<file path="src/rtl/graybin_pkg.sv">
// Shared types and helpers for the Gray-code synchronizer/decoder (graybin_sync).
package graybin_pkg;

    localparam int MAX_W = 16;
    localparam int CNT_W = 3;

    typedef enum logic [1:0] {
        ST_INIT  = 2'd0,
        ST_TRACK = 2'd1,
        ST_ERROR = 2'd2
    } gb_state_e;

    // Callers zero-extend narrower codes; leading zeros decode to leading zeros.
    function automatic logic [MAX_W-1:0] gray2bin(input logic [MAX_W-1:0] g);
        logic [MAX_W-1:0] b;
        b[MAX_W-1] = g[MAX_W-1];
        for (int i = MAX_W - 2; i >= 0; i--) begin
            b[i] = b[i+1] ^ g[i];
        end
        return b;
    endfunction

    // Clearing the lowest set bit leaves a nonzero value only if two or more bits differ.
    function automatic logic hd_gt1(input logic [MAX_W-1:0] a, input logic [MAX_W-1:0] b);
        logic [MAX_W-1:0] x;
        x = a ^ b;
        return ((x & (x - 16'd1)) != 16'd0);
    endfunction

endpackage

</file>
<file path="src/rtl/gray_sync_chain.sv">
// Multi-flop synchronizer bringing an asynchronous Gray-coded bus into the clk domain.
module gray_sync_chain #(
    parameter int WIDTH       = 4,
    parameter int SYNC_STAGES = 2
) (
    input  logic             clk,
    input  logic             rst,
    input  logic [WIDTH-1:0] async_i,
    output logic [WIDTH-1:0] sync_o
);

    logic [WIDTH-1:0] stage_q [SYNC_STAGES];

    // Shift the sampled code through the synchronizer stages.
    always_ff @(posedge clk or posedge rst) begin
        if (rst) begin
            for (int i = 0; i < SYNC_STAGES; i++) begin
                stage_q[i] <= {WIDTH{1'b0}};
            end
        end else begin
            stage_q[0] <= async_i;
            for (int i = 1; i < SYNC_STAGES; i++) begin
                stage_q[i] <= stage_q[i-1];
            end
        end
    end

    assign sync_o = stage_q[SYNC_STAGES-1];

endmodule

</file>
<file path="src/rtl/graybin_sync.sv">
// Synchronizes a Gray count, decodes it to binary and reports the step delta.
// Define GRAYBIN_STEP_CHECK_EN to build the multi-bit step check and sticky step_err.
module graybin_sync #(
    parameter int WIDTH       = 4,
    parameter int SYNC_STAGES = 2
) (
    input  logic             clk,
    input  logic             rst,
    input  logic [WIDTH-1:0] gray,
    input  logic             clr_err,
    output logic [WIDTH-1:0] binary,
    output logic             valid,
    output logic [WIDTH-1:0] delta,
    output logic             step_err
);

    import graybin_pkg::*;

    localparam logic [CNT_W-1:0] INIT_LAST = CNT_W'(SYNC_STAGES);

    logic [WIDTH-1:0] g_s;
    logic [MAX_W-1:0] g_ext_s;
    logic [WIDTH-1:0] dec_s;
    logic             changed_s;
    logic [WIDTH-1:0] binary_q, binary_d;
    logic [WIDTH-1:0] delta_q, delta_d;
    logic             valid_q, valid_d;
    gb_state_e        state_q;
    logic [CNT_W-1:0] init_cnt_q;

    gray_sync_chain #(
        .WIDTH       (WIDTH),
        .SYNC_STAGES (SYNC_STAGES)
    ) u_sync (
        .clk     (clk),
        .rst     (rst),
        .async_i (gray),
        .sync_o  (g_s)
    );

    // Decode the synchronized code and form next binary/valid/delta.
    always_comb begin
        g_ext_s             = {MAX_W{1'b0}};
        g_ext_s[WIDTH-1:0]  = g_s;
        dec_s               = WIDTH'(gray2bin(g_ext_s));
        changed_s           = (dec_s != binary_q);
        binary_d            = dec_s;
        valid_d             = changed_s;
        if (changed_s) begin
            delta_d = dec_s - binary_q;
        end else begin
            delta_d = delta_q;
        end
    end

    // Register the decoded datapath outputs.
    always_ff @(posedge clk or posedge rst) begin
        if (rst) begin
            binary_q <= {WIDTH{1'b0}};
            delta_q  <= {WIDTH{1'b0}};
            valid_q  <= 1'b0;
        end else begin
            binary_q <= binary_d;
            delta_q  <= delta_d;
            valid_q  <= valid_d;
        end
    end

`ifdef GRAYBIN_STEP_CHECK_EN
    logic [WIDTH-1:0] prev_g_q;
    logic [MAX_W-1:0] prev_ext_s;
    logic             viol_s;
    logic             step_err_q;

    // Flag a multi-bit jump between consecutive synchronized samples once out of INIT.
    always_comb begin
        prev_ext_s            = {MAX_W{1'b0}};
        prev_ext_s[WIDTH-1:0] = prev_g_q;
        viol_s                = (state_q != ST_INIT) && hd_gt1(g_ext_s, prev_ext_s);
    end

    // Remember the previous synchronized sample for the step check.
    always_ff @(posedge clk or posedge rst) begin
        if (rst) begin
            prev_g_q <= {WIDTH{1'b0}};
        end else begin
            prev_g_q <= g_s;
        end
    end

    assign step_err = step_err_q;
`else
    logic unused_clr_s;
    assign unused_clr_s = clr_err;
    assign step_err     = 1'b0;
`endif

    // Mode FSM: INIT masks the flush of reset zeros through the synchronizer.
    always_ff @(posedge clk or posedge rst) begin
        if (rst) begin
            state_q    <= ST_INIT;
            init_cnt_q <= {CNT_W{1'b0}};
`ifdef GRAYBIN_STEP_CHECK_EN
            step_err_q <= 1'b0;
`endif
        end else begin
            case (state_q)
                ST_INIT: begin
                    if (init_cnt_q == INIT_LAST) begin
                        state_q    <= ST_TRACK;
                        init_cnt_q <= {CNT_W{1'b0}};
                    end else begin
                        init_cnt_q <= init_cnt_q + 3'd1;
                    end
                end
                ST_TRACK: begin
`ifdef GRAYBIN_STEP_CHECK_EN
                    if (viol_s) begin
                        state_q    <= ST_ERROR;
                        step_err_q <= 1'b1;
                    end
`endif
                end
`ifdef GRAYBIN_STEP_CHECK_EN
                ST_ERROR: begin
                    // A fresh violation outranks a clear request in the same cycle.
                    if (viol_s) begin
                        step_err_q <= 1'b1;
                    end else if (clr_err) begin
                        state_q    <= ST_TRACK;
                        step_err_q <= 1'b0;
                    end
                end
`endif
                default: begin
                    state_q    <= ST_INIT;
                    init_cnt_q <= {CNT_W{1'b0}};
`ifdef GRAYBIN_STEP_CHECK_EN
                    step_err_q <= 1'b0;
`endif
                end
            endcase
        end
    end

    assign binary = binary_q;
    assign valid  = valid_q;
    assign delta  = delta_q;

endmodule
</file>
<file path="config.mk">
export PLATFORM = sky130hd
export DESIGN_NAME = graybin_sync
export DESIGN_NICKNAME = d
export VERILOG_FILES = /design/src/rtl/graybin_pkg.sv /design/src/rtl/gray_sync_chain.sv /design/src/rtl/graybin_sync.sv
export SDC_FILE = /design/constraint.sdc
export NUM_CORES = 1
export LEC_CHECK = 0
export CAP_MARGIN = 20
export CORE_ASPECT_RATIO = 0.9
export CORE_MARGIN = 2
export CORE_UTILIZATION = 41
export DETAILED_ROUTE_END_ITERATION = 12
export PLACE_DENSITY = 0.82
export SLEW_MARGIN = 20
export SYNTH_ARGS = -nofsm -noshare
export SYNTH_HDL_FRONTEND = slang
export SYNTH_HIERARCHICAL = 1
export SYNTH_SLANG_ARGS = --single-unit
</file>
<file path="constraint.sdc">
create_clock -name clk -period 2.2 [get_ports clk]
set_input_delay 0.55 -clock clk [delete_from_list [all_inputs] [get_ports clk]]
set_output_delay 0.55 -clock clk [all_outputs]
set_load 0.02 [all_outputs]
</file>
# --- After elaboration in Yosys (flattened, before gate mapping) ---
# Index checks and enable logic that the tools add are counted.
op_classes:
  n_addsub: 1
  eq_ne: 1
  bitwise: 3
op_table:
  columns: ["cell", "count"]
  rows:
  - ["4-bit != test", 1]
  - ["4-bit subtractor", 1]
  - ["1-bit XOR", 3]
totals:
  ff_bits: 17
  input_bits: 7
  output_inout_bits: 10
  elab_cells: 10

# --- Longest topological paths before layout ---
# Gate-level depths: netlist (run 1).
logic_depth:
  word_depth: 4
  depth_mapped: 9
  mapped_depth_nobuf: 8

# --- By module ---
# The synthesis (run 1) kept the hierarchy.
by_module_without_submodules:
  columns: ["module", "n_inst", "cells_each", "area_each_um2", "seq_area_each_um2"]
  rows:
  - ["graybin_sync", 1, 39, 464.2, 225.2]
  - ["gray_sync_chain", 1, 13, 234.0, 200.2]

# --- Worst setup path after synthesis (run 1) ---
# Ideal clock, no wire load.
synth_timing:
  path_type: "register to register"
  start: "reg u_sync.stage_q, in the netlist u_sync/sync_o[2]"
  end: "reg delta_q[2] (netlist: delta[2])"
  setup_ps: 125
  arrival_time_ps: 2037
  required_time_ps: 2075
  path_slack_ps: 38
  path_stages_with_launch: 10
  path_buffers: 1
  synth_period_minus_slack_ps: 2162
  cell_sequence: "dfrtp_1 > buf_4 > xor2_1 > xnor2_1 > xor2_1 > ha_1 > inv_1 > fa_1 > xor2_1 > mux2_4"
synth_between:
  elab_chain_cells: 4
  word_cells_on_any_way: 5
  cone_classes: "add/sub (1); eq/ne (1); bitwise (3)"
synth_lines:
  columns: ["item", "line", "text"]
  rows:
  - ["start, declared", "gray_sync_chain.sv:12", "logic [WIDTH-1:0] stage_q [SYNC_STAGES];"]
  - ["start signal, assigned by index", "gray_sync_chain.sv:18", "stage_q[i] <= {WIDTH{1'b0}};"]
  - ["start signal, assigned by index", "gray_sync_chain.sv:23", "stage_q[i] <= stage_q[i-1];"]
  - ["1-bit XOR *", "graybin_pkg.sv:18", "b[i] = b[i+1] ^ g[i];"]
  - ["net binary_d[2]", "graybin_sync.sv:25", "logic [WIDTH-1:0] binary_q, binary_d;"]
  - ["1-bit XOR (2 in a row)", "graybin_pkg.sv:18", null]
  - ["4-bit subtractor / 4-bit != test (equally long branches)", "graybin_sync.sv:50, graybin_sync.sv:46", null]
  - ["end signal, assigned", "graybin_sync.sv:60", "delta_q <= {WIDTH{1'b0}};"]
  - ["end signal, assigned", "graybin_sync.sv:64", "delta_q <= delta_d;"]
  - ["end, declared", "graybin_sync.sv:26", "logic [WIDTH-1:0] delta_q, delta_d;"]
# The timed path passes the listed nets; every way through them passes the cells marked *.
# A chain may end at the register's enable or synchronous reset.

# --- Worst setup path in the final report (run 1) ---
# Same ends and word-level chain as after synthesis.

==> out/results.ini, run 1 <==
[setup_path]
start_kind=flop
reg2reg_setup_slack_ps=70
crit_top_cell=xor2_1
worstPathCellList=xor2_2 > xnor2_2 > xor2_1 > ha_2 > inv_2 > fa_2 > xor2_1 > mux2_4
max_stage_delay_ps=410
timing.critical_path.buf_inv=1
crit_family=XOR/XNOR gates
cp.required_ps=2370
end_kind=flop
critical_path_class=reg -> reg
slowest_stage=dfrtp_1
arrival_ps=2300
worstPathMaxFanout=3

[grt]
grt_max_degree=11
grt_pass1_vias=401
antenna_found_initial=0
track_usage=0.104
grt_pass1_wl_um=1440
gr-total-overflow=0

[clocking]
clk_latency_ps=280
cts_buffers=3
clkSinkCount=17
htreeDepth=1
path_clk_slew_ps=90
ctsHoldBuffers=0
cts_tree=done
root_buffer=clkbuf_4
clockBufferDepth=2

[sta]
slew_violations=0
hold_viol=0
setup_viol=0
post-route-min-period_ps=2130
fin_skew_ps=3.37
max_freq_ghz=0.470
holdWs_ps=357
finalCritPeriodShare=0.967
grt_setup_unrepaired=yes

[drt]
ant_nets=0
routedWlPerCell_um=9.69
routed_wl_um=901
drcViolationCount=0
vias=391
drt-met1-wl_um=348
viasPerCell=4.20
dr_wl_met2_um=499
top_layer=met3
drt_iter0_markers=6
first_pass_iters=2
met3_length_um=53

[power_and_ir_drop]
seq_power_share=0.446
p_sw_frac=0.306
p_int_uw=610
power_frac_comb=0.378
clockPowerShare=0.176
p_sw_uw=268
leakagePower_uw=0.000425
vdd.ir_drop.worst_uv=494
power_per_cell_area_mw_per_mm2=967

[finish]
insertedDiodeCount=0
area_growth_pct=30.1
nFillCells=149
stdcell_count=93
drive_gt1_frac=0.246
finalNetCount=81

[logic_synthesis]
avgSynthCellArea_um2=13.4
synth-seq-cells=17
synthCells=52
syn_nets=63
yosysSeqAreaShare=0.609
ys_warn_count=6
synth_area_um2=698
ys_types=18

[placement]
dpl.cell_count=87
place_hpwl_um=711
gp_routability_congestion=0.761
io_buffer_count=14

[run]
maxCapViolCount=0

[die]
coreArea_mm2=0.00163
die_y_um=43.1
num_rows=14
die_area_mm2=0.00205
io_pins=17
die_w_um=47.5
start_util=0.429

[status]
status=finished, final reports clean

[worst_hold_path]
hp-class=reg -> reg

flip-flops by register name, summed over array words and instances (netlist names):
| register | cells |
|---|---|
| binary | 4 |
| delta | 4 |
| u_sync/stage_q | 4 |
| u_sync/sync_o | 4 |
| valid | 1 |
path summary, 6_finish.rpt:
path / startpoint / end / depth (start not counted)
setup / recovery: u_sync/sync_o[2]$_DFF_PP0_ / delta[2]$_DFFE_PP0N_ / 8
hold / removal: u_sync/stage_q[7]$_DFF_PP0_ / u_sync/sync_o[3]$_DFF_PP0_ / 0
setup reg to reg: u_sync/sync_o[2]$_DFF_PP0_ / delta[2]$_DFFE_PP0N_ / 8
hold reg to reg: u_sync/stage_q[7]$_DFF_PP0_ / u_sync/sync_o[3]$_DFF_PP0_ / 0
max in group asynchronous: rst / binary[0]$_DFF_PP0_ / 2
min in group asynchronous: rst / u_sync/stage_q[6]$_DFF_PP0_ / 2
power groups by stage:
stage	sequential, uW	combinational, uW	clock, uW
after floorplan	452	140	0
after global placement	396	312	0
after detailed placement	399	319	0
after CTS	392	320	165
after global routing	398	368	182
final	391	332	155
layout make-up:
class / instances / area [um^2] / share of cell area
Timing Repair Buffer: 18 / 170 / 0.187
Tap cell: 24 / 30.0 / 0.0331
Inverter: 8 / 30.0 / 0.0331
Sequential cell: 17 / 425 / 0.468
Clock inverter: 1 / 5.00 / 0.00551
Multi-Input combinational cell: 22 / 225 / 0.248
Clock buffer: 3 / 22.5 / 0.0248
synth_stat cells:
| cell type | number | share of area |
|---|---|---|
| dfrtp_1 | 17 | 0.61 |
| inv_1 | 8 | 0.043 |
| buf_4 | 5 | 0.054 |
| ha_1 | 3 | 0.054 |
| xnor2_1 | 3 | 0.038 |
| xor2_1 | 3 | 0.038 |
| mux2_4 | 2 | 0.043 |
| a21oi_1 | 1 | 0.0072 |
| a2bb2oi_1 | 1 | 0.013 |
| conb_1 | 1 | 0.0054 |
| fa_1 | 1 | 0.029 |
| nand2_1 | 1 | 0.0054 |
| nand2b_2 | 1 | 0.013 |
| nand3_1 | 1 | 0.0072 |
| nand3_2 | 1 | 0.014 |
| nand3b_1 | 1 | 0.011 |
| o21a_1 | 1 | 0.011 |
| o21ai_0 | 1 | 0.0072 |
repair_timing:
item                                   in CTS  in global routing
resized for setup                           0                  5
buffers inserted                            0                  2
endpoints found under the hold margin       0                  0
setup endpoints to repair                   0                  2
per-stage QoR:
| step | utilization | setup WS (ps) | TNS, ps | cell area (um^2) | power (uW) |
|---|---|---|---|---|---|
| 5_1_grt | 0.558 | -51.1 | -51.1 | 908 | 947 |
| 6_report | 0.558 | 73.6 | 0 | 908 | 878 |
| 3_5_place_dp | 0.519 | 36.8 | 0 | 846 | 718 |
| 3_3_place_gp | 0.519 | 77.1 | 0 | 846 | 708 |
| 4_1_cts | 0.536 | 8.22 | 0 | 873 | 878 |
| 2_1_floorplan | - | 37.6 | 0 | 698 | 592 |
worst register-to-register path, cell delays in order, from the launching register on:
cell,delay [ps]
dfrtp_1,410
xor2_2,200
xnor2_2,230
xor2_1,190
ha_2,210
inv_2,40
fa_2,330
xor2_1,150
mux2_4,250
logic make-up (layout without fill, tap and decap cells):
| group | count (synthesis) | in the layout | synth area share |
|---|---|---|---|
| compound gates | 4 | 4 | 0.0376 |
| fa+ha+maj | 4 | 4 | 0.0824 |
| simple gates | 5 | 5 | 0.0502 |
| buf+inv | 13 | 30 | 0.0968 |
| other cells | 1 | 1 | 0.00537 |
| mux | 2 | 2 | 0.0430 |
| xor+xnor | 6 | 6 | 0.0753 |
| flops | 17 | 17 | 0.609 |
cells in the final DEF (no fill, tap or decap), types with 2 or more instances in the layout:
master           Yosys  layout
inv_1                8       7
xor2_1               3       2
clkbuf_4             0       3
ha_1                 3       2
clkdlybuf4s50_1      0      14
dfrtp_1             17      17
buf_4                5       4
mux2_4               2       2
xnor2_1              3       2
per-layer routing:
metal  vias to the layer above  track usage
li1                        187            -
met1                       190       0.0909
met2                        14        0.186
met3                         0       0.0638
met4                         0       0.0333
met5                         -            0
Power figures use the tool's default switching activity.
==> run 2: changes to the inputs <==
--- a/config.mk
+++ b/config.mk
@@ -5,6 +5,7 @@
 export SDC_FILE = /design/constraint.sdc
 export NUM_CORES = 1
 export LEC_CHECK = 0
+export ABC_CLOCK_PERIOD_IN_PS = 2200
 export CAP_MARGIN = 20
 export CORE_ASPECT_RATIO = 0.9
 export CORE_MARGIN = 2
==> results of run 2 <==
Same layout as run 1: the final DEF is identical, and so are final timing and power.
==> run 3: changes to the inputs <==
--- a/config.mk
+++ b/config.mk
@@ -10,6 +10,7 @@
 export CORE_ASPECT_RATIO = 0.9
 export CORE_MARGIN = 2
 export CORE_UTILIZATION = 41
+export CTS_BUF_LIST = sky130_fd_sc_hd__clkbuf_16
 export DETAILED_ROUTE_END_ITERATION = 12
 export PLACE_DENSITY = 0.82
 export SLEW_MARGIN = 20
==> constraint.sdc (replaced) <==
create_clock -name clk -period 2.2 [get_ports clk]
set_input_delay 0.44 -clock clk [delete_from_list [all_inputs] [get_ports clk]]
set_output_delay 0.44 -clock clk [all_outputs]
set_load 0.02 [all_outputs]
==> run 3 against run 2 <==
First-iteration DRC count down 83%; largest power group unchanged; critical path type unchanged; global-route usage up 0.85 points; sequential cell count unchanged; register-to-register slack about the same; worst setup slack better by 3.7 ps; power up 23%; critical path depth unchanged.
==> out/results.ini, run 3 (synthesis gave the netlist of run 1 again) <==
[finish]
mostFrequentLayoutCell=dfrtp_1
final_cell_mix=dfrtp_1, clkdlybuf4s50_1, inv_1
finalNetCount=81  ; unchanged
drive_gt1_frac=0.232  ; -0.0145
insertedDiodeCount=0  ; unchanged
nFillCells=140  ; -6.0%
area_growth_pct=37.6

[grt]
track_usage=0.113  ; +0.00849
grt_pass1_wl_um=1520  ; +5.3%
antenna_found_initial=0  ; unchanged
grt_pass1_vias=398  ; -0.75%
gr-total-overflow=0  ; unchanged
grt_max_degree=11  ; unchanged

[placement]
pre_cts_ws_ps=36.8  ; unchanged
gp_routability_congestion=0.761  ; unchanged
io_buffer_count=14  ; unchanged
place_hpwl_um=711  ; unchanged

[drt]
ant_nets=0  ; unchanged
viasPerCell=4.19  ; -0.26%
drcViolationCount=0  ; unchanged
routedWlPerCell_um=10.1  ; +4.4%
first_pass_iters=2  ; unchanged
drt_iter0_markers=1  ; -5
vias=390  ; -0.26%
routed_wl_um=941  ; +4.4%

[clocking]
cts_buffers=3  ; unchanged
htreeDepth=1  ; unchanged
cts_tree=done
root_buffer=clkbuf_16
clockBufferDepth=2  ; unchanged
ctsHoldBuffers=0  ; unchanged
path_clk_slew_ps=50  ; -40 ps
clkSinkCount=17  ; unchanged
clk_latency_ps=240  ; -40 ps

[power_and_ir_drop]
p_sw_frac=0.271  ; -0.0346
p_int_uw=786  ; +29%
vdd.ir_drop.worst_uv=772  ; +56%
leakagePower_uw=0.000448  ; +5.5%
power_frac_comb=0.307  ; -0.071
seq_power_share=0.364  ; -0.082
power_per_cell_area_mw_per_mm2=1120  ; +16%
p_sw_uw=292  ; +8.9%
clockPowerShare=0.328  ; +0.152

[run]
maxCapViolCount=0  ; unchanged

[die]
die_w_um=47.5  ; unchanged
io_pins=17  ; unchanged
num_rows=14  ; unchanged
die_y_um=43.1  ; unchanged
die_area_mm2=0.00205  ; unchanged
start_util=0.429  ; unchanged
coreArea_mm2=0.00163  ; unchanged

[sta]
post-route-min-period_ps=2120  ; -3.70 ps
fin_skew_ps=0.869  ; -2.50 ps
max_freq_ghz=0.471  ; +0.17%
hold_viol=0  ; unchanged
setup_viol=0  ; unchanged
finalCritPeriodShare=0.965  ; -0.00168
setup_slack_ps=77.3  ; +3.70 ps
fin_setup_tns_ps=0  ; unchanged
slew_violations=0  ; unchanged

[setup_path]
arrival_ps=2250  ; -50 ps
worstPathMaxFanout=3  ; unchanged
cp.required_ps=2330  ; -40 ps
end_kind=flop
critical_path_class=reg -> reg
start_kind=flop

[worst_hold_path]
hp-class=reg -> reg

[status]
status=finished, final reports clean

==> run 3: cell type report <==
type	instances	area (um^2)	share of cell area
flip-flops and latches	17	425	0.443
multi-input cells	22	225	0.234
repair buffers	18	170	0.177
clock buffers	3	75.1	0.0781
inverters	8	30.0	0.0312
well taps	24	30.0	0.0312
clock inverters	1	5.00	0.00521
==> run 3: worst max-delay path, cell delays in order (launching register included) <==
cell	delay (ps)
dfrtp_1	390
xor2_2	200
xnor2_2	230
xor2_1	190
ha_2	200
inv_1	50
fa_2	330
xor2_1	150
mux2_4	250
==> run 3: what timing repair did <==
item                       in CTS  in global routing
setup buffers                   0                  2
resized for setup               0                  4
setup endpoints to repair       0                  2
==> run 3: power by group through the flow <==
stage / clock (uW) / combinational [uW] / sequential [uW]
floorplan: 0 / 140 / 452
global placement: 0 / 312 / 396
detailed placement: 0 / 319 / 399
CTS: 366 / 321 / 394
global route: 382 / 367 / 399
finish: 354 / 331 / 393
==> run 3: metal layers <==
metal  vias to the layer above  wire length [um]  global-route usage
li1                        188                 -                   -
met1                       186               378              0.0992
met2                        14               498               0.189
met3                         2                48              0.0638
met4                         0                16              0.0667
met5                         -                 0                   0
==> run 3: path summary, 6_finish.rpt <==
kind | start | to | slack [ps] | cells past startpoint
min in group asynchronous | rst | u_sync/stage_q[6]$_DFF_PP0_ | 450 | 2
min | u_sync/stage_q[7]$_DFF_PP0_ | u_sync/sync_o[3]$_DFF_PP0_ | 350 | 0
max in group asynchronous | rst | binary[0]$_DFF_PP0_ | 1460 | 2
max reg2reg | u_sync/sync_o[2]$_DFF_PP0_ | delta[2]$_DFFE_PP0N_ | 80 | 8
min reg2reg | u_sync/stage_q[7]$_DFF_PP0_ | u_sync/sync_o[3]$_DFF_PP0_ | 350 | 0
max | u_sync/sync_o[2]$_DFF_PP0_ | delta[2]$_DFFE_PP0N_ | 80 | 8
==> run 3: metrics by stage <==
stage | utilization | instance area [um^2] | power, uW | cells | hold WS [ps]
3_5_place_dp | 0.519 | 846 | 718 | 87 | 338
3_3_place_gp | 0.519 | 846 | 708 | 87 | 333
4_1_cts | 0.568 | 926 | 1080 | 91 | 349
6_report | 0.590 | 961 | 1080 | 93 | 347
5_1_grt | 0.590 | 961 | 1150 | 93 | 362
2_1_floorplan | - | 698 | 592 | 52 | 256
==> patch 1 (flow settings as in run 1) <==
`WIDTH` is set to 4 in 2 places; all go to 6.
--- a/src/rtl/gray_sync_chain.sv
+++ b/src/rtl/gray_sync_chain.sv
@@ -1,6 +1,6 @@
 // Multi-flop synchronizer bringing an asynchronous Gray-coded bus into the clk domain.
 module gray_sync_chain #(
-    parameter int WIDTH       = 4,
+    parameter int WIDTH       = 6,
     parameter int SYNC_STAGES = 2
 ) (
     input  logic             clk,
--- a/src/rtl/graybin_sync.sv
+++ b/src/rtl/graybin_sync.sv
@@ -1,7 +1,7 @@
 // Synchronizes a Gray count, decodes it to binary and reports the step delta.
 // Define GRAYBIN_STEP_CHECK_EN to build the multi-bit step check and sticky step_err.
 module graybin_sync #(
-    parameter int WIDTH       = 4,
+    parameter int WIDTH       = 6,
     parameter int SYNC_STAGES = 2
 ) (
     input  logic             clk,
Ports: changed (resized binary, delta and gray); port bits go from 17 to 23. The function was not compared with the original's and may differ.
==> patch 1 against run 1 <==
- the flow now finishes with violations (negative setup slack)
- count of clock-buffer cells in the layout unchanged
- design area up 67%
- setup slack worse by 0.15 ns
- power is 89% higher
- clock power rose by 39%
- critical path depth up 2
- area after synthesis rose by 53%
- sequential cell count up 8
- largest cell class unchanged
- non-clock buffer count grew 15
- via count increased by 74%
- wire length up 96%
- combinational power grew to 2.6 times the old value
==> patch 1: results (changes against run 1) <==
grt:
  grt_pass1_wl_mm: 2.90  # +100%
  grtUsageMet2_pct: 26.5  # +7.9 points
  grt_pass1_vias: 701  # +75%
  grt_util_met1_pct: 12.8  # +3.7 points
  met3_usage_pct: 5.19  # -1.2 points
  grtUsageTotal_pct: 13.3  # +2.8 points
routing:
  met1_length_um: 628  # +80%
  wl_mm: 1.76  # +96%
  drt_iter0_drc: 10  # +4
  top_layer: "met4"
  wl_met2_mm: 1.02  # +100%
  vias: 679  # +74%
  wl_met3_um: 102  # +92%
placed_design:
  place_area_mm2: 0.00137  # +62%
clocking:
  insertion_delay_ns: 0.32  # +0.04 ns
  clkTransAtPathRegs_ns: 0.14  # +0.05 ns
  post_cts_buffers: 1  # +1
worst_hold_path:
  hold_start: "u_sync/stage_q[9]$_DFF_PP0_"
setup_path:
  reg2reg_depth: 10  # +2
  slowest_delay_ns: 0.45  # +0.04 ns
  crit-reg2reg-capture: "delta[4]$_DFFE_PP0N_"
  r2r_start: "u_sync/sync_o[4]$_DFF_PP0_"
  cp.arrival_ns: 2.50  # +0.20 ns
yosys:
  ys_types: 24  # +6
  synth_compound_area_share_pct: 7.60  # +3.8 points
  synth_xor_area_share_pct: 11.1  # +3.6 points
  netlist_instances: 85  # +63%
  synth.area.top_cells: "dfrtp_1 (58%), ha_1 (5.8%), buf_4 (4.9%)"
  synth_mux_area_share_pct: 1.05  # -3.2 points
run_status:
  violations: "negative setup slack"
  status: "complete, but fails checks"
pwr:
  power_density_mw_per_mm2: 1100  # +13%
  power_leakage_nw: 0.668  # +57%
sta:
  finClkSkew_ns: 0.00234  # -0.00103 ns
  setup_slack_ns: -0.0735  # -0.147 ns
  hold_ws_ns: 0.368  # +0.0108 ns
  setup_viol: 3  # +3
==> patch 1: area by class of cell <==
cell class                      instances  area (µm²)
Fill cell                             207         953
Sequential cell                        25         626
Multi-Input combinational cell         43         483
Timing Repair Buffer                   33         302
Inverter                               10        37.5
Tap cell                               28        35.0
Clock buffer                            3        22.5
Clock inverter                          1        8.76
==> patch 1: worst max path at each step <==
stage	end	slack [ns]	cells after the start
finish	delta[4]$_DFFE_PP0N_	-0.07	10
global route	delta[4]$_DFFE_PP0N_	-0.24	10
CTS	delta[4]$_DFFE_PP0N_	-0.11	10
detailed placement	delta[4]$_DFFE_PP0N_	-0.14	10
global placement	delta[4]$_DFFE_PP0N_	-0.07	10
floorplan	delta[1]$_DFFE_PP0N_	-0.15	9
==> patch 1: through the flow <==
stage          setup slack (ns)  TNS (ns)
4_1_cts                  -0.115    -0.273
3_3_place_gp            -0.0739    -0.121
5_1_grt                  -0.237    -0.710
3_5_place_dp             -0.137    -0.289
6_report                -0.0735    -0.140
2_1_floorplan            -0.147    -0.259
==> patch 2 (settings of run 1) <==
Without the edit above. Remove the register `valid_q`: a continuous assignment takes its place, so the output `valid` follows one clock earlier.
--- a/src/rtl/graybin_sync.sv
+++ b/src/rtl/graybin_sync.sv
@@ -58,13 +58,13 @@
         if (rst) begin
             binary_q <= {WIDTH{1'b0}};
             delta_q  <= {WIDTH{1'b0}};
-            valid_q  <= 1'b0;
         end else begin
             binary_q <= binary_d;
             delta_q  <= delta_d;
-            valid_q  <= valid_d;
         end
     end
+
+    assign valid_q = valid_d;
 
 `ifdef GRAYBIN_STEP_CHECK_EN
     logic [WIDTH-1:0] prev_g_q;
Formal check against the unedited RTL: not equivalent (a bounded check fails within 4 cycles, from zero or initial values and one cycle with rst high).
==> patch 2 against run 1 <==
- the run now ends with negative setup slack left
- design area is 3.2% higher
- final cell count is 4.3% higher
- area after synthesis is 3.6% lower
- setup slack worse by 0.29 ns
- power hardly changed
- maximum frequency is 12% lower
- wire length is 1.3% lower
- combinational power is 10% higher
- sequential cell count is 1 lower
- clock power is 8% lower
- hold slack worse by 0.0020 ns
- sequential share of layout area is 4.1 points lower
- first-iteration DRC count is 83% lower
==> patch 2: results (changes against run 1) <==
run_status:
  status: "complete, but fails checks"
  violations: "negative setup slack"
routing:
  wl_per_cell_um: 9.16  # -5.4%
  via_per_inst: 4.26  # +1.3%
  met1_length_um: 364  # +4.6%
  wl_met2_um: 477  # -4.4%
  top_layer: "met3"
  wl_um: 889  # -1.3%
  drt_iter0_drc: 1  # -5
  drt_pass1_iterations: 3  # +1
  wl_met3_um: 48  # -9.4%
grt:
  grt_util_met1_pct: 13.3  # +4.2 points
  grtUsageMet2_pct: 20.6  # +1.9 points
  grtUsageTotal_pct: 11.8  # +1.3 points
  grt_pass1_vias: 434  # +8.2%
  grt_pass1_wl_mm: 1.68  # +16%
  grt_max_degree: 9  # -2
  met3_usage_pct: 2.59  # -3.8 points
yosys:
  ys_seq_area_share_pct: 59.5  # -1.5 points
  postSynthAreaPerCell_um2: 13.2  # -1.7%
  syn_nets: 62  # -1.6%
  synth.area.top_cells: "dfrtp_1 (59%), buf_4 (5.6%), ha_1 (5.6%)"
  synth.top_cells.by_count: "dfrtp_1 (16), inv_1 (8), buf_4 (5)"
sta:
  setup_slack_ns: -0.214  # -0.288 ns
  finalSetupTns_ns: -0.214  # -0.214 ns
  setup_viol: 1  # +1
worst_hold_path:
  hp-class: "register to register"
setup_path:
  slowest_delay_ns: 0.41  # about the same
final_layout:
  n_antenna_cell: 0  # unchanged
  layout-drive-gt1-share_pct: 29.3  # +4.7 points
  nets: 88  # +8.6%
  fill_cells: 136  # -8.7%
pwr:
  powerClk_uw: 143  # -8%
  seq_power_share_pct: 42.1  # -2.5 points
  power_leakage_nw: 0.461  # +8.6%
  power_frac_clock_pct: 16.3  # -1.3 points
  switchingPower_uw: 263  # -2.0%
  vdd.ir_drop.worst_mv: 0.430  # -13%
placed_design:
  pre_cts_slack_ns: -0.438  # -0.475 ns
  place_area_um2: 876  # +3.6%
  place.gp.congestion: 0.754  # -0.96%
  placed_cells: 91  # +4.6%
clocking:
  cts_buffers: 3  # unchanged
  root_buffer: "clkbuf_4"
patch 2: changes by cell type after synthesis:
cell and delta:
dfrtp_1 -1
patch 2: path summary, 6_finish.rpt:
kind                                              from                    endpoint  slack (ns)  cells past startpoint
setup / recovery            u_sync/sync_o[2]$_DFF_PP0_                       valid       -0.21                      7
hold / removal             u_sync/stage_q[7]$_DFF_PP0_  u_sync/sync_o[3]$_DFF_PP0_        0.35                      0
setup reg to reg            u_sync/sync_o[2]$_DFF_PP0_        delta[2]$_DFFE_PP0N_        0.12                      8
hold reg to reg            u_sync/stage_q[7]$_DFF_PP0_  u_sync/sync_o[3]$_DFF_PP0_        0.35                      0
max in group asynchronous                          rst        delta[2]$_DFFE_PP0N_        1.40                      2
min in group asynchronous                          rst  u_sync/sync_o[2]$_DFF_PP0_        0.54                      2
patch 2: area by class of cell:
cell class | count | area [µm²] | share of cell area, %
clock buffer | 3 | 22.5 | 2.40
multi-input combinational | 22 | 225 | 24.0
tap | 22 | 27.5 | 2.94
inverter | 8 | 30.0 | 3.20
timing repair buffer | 26 | 231 | 24.7
sequential | 16 | 400 | 42.7
patch 2: repair_timing:
action,in CTS,in global routing
endpoints found under the setup margin,1,1
pin swaps,4,2
resized for setup,8,0
buffers inserted,3,0
hold buffers,0,0
gates cloned,0,0
patch 2: kinds of logic (layout without fill, tap and decap cells):
| family | Yosys count | count (layout) | share of synthesized area, % |
|---|---|---|---|
| other | 1 | 1 | 0.557 |
| XOR/XNOR | 6 | 6 | 7.81 |
| multiplexers | 2 | 2 | 4.46 |
| flip-flops | 16 | 16 | 59.5 |
| AND/OR/NAND/NOR | 5 | 5 | 5.20 |
| buffers and inverters | 13 | 37 | 10.0 |
| adder cells (fa/ha/maj) | 4 | 4 | 8.55 |
| AO/OA/AOI/OAI | 4 | 4 | 3.90 |
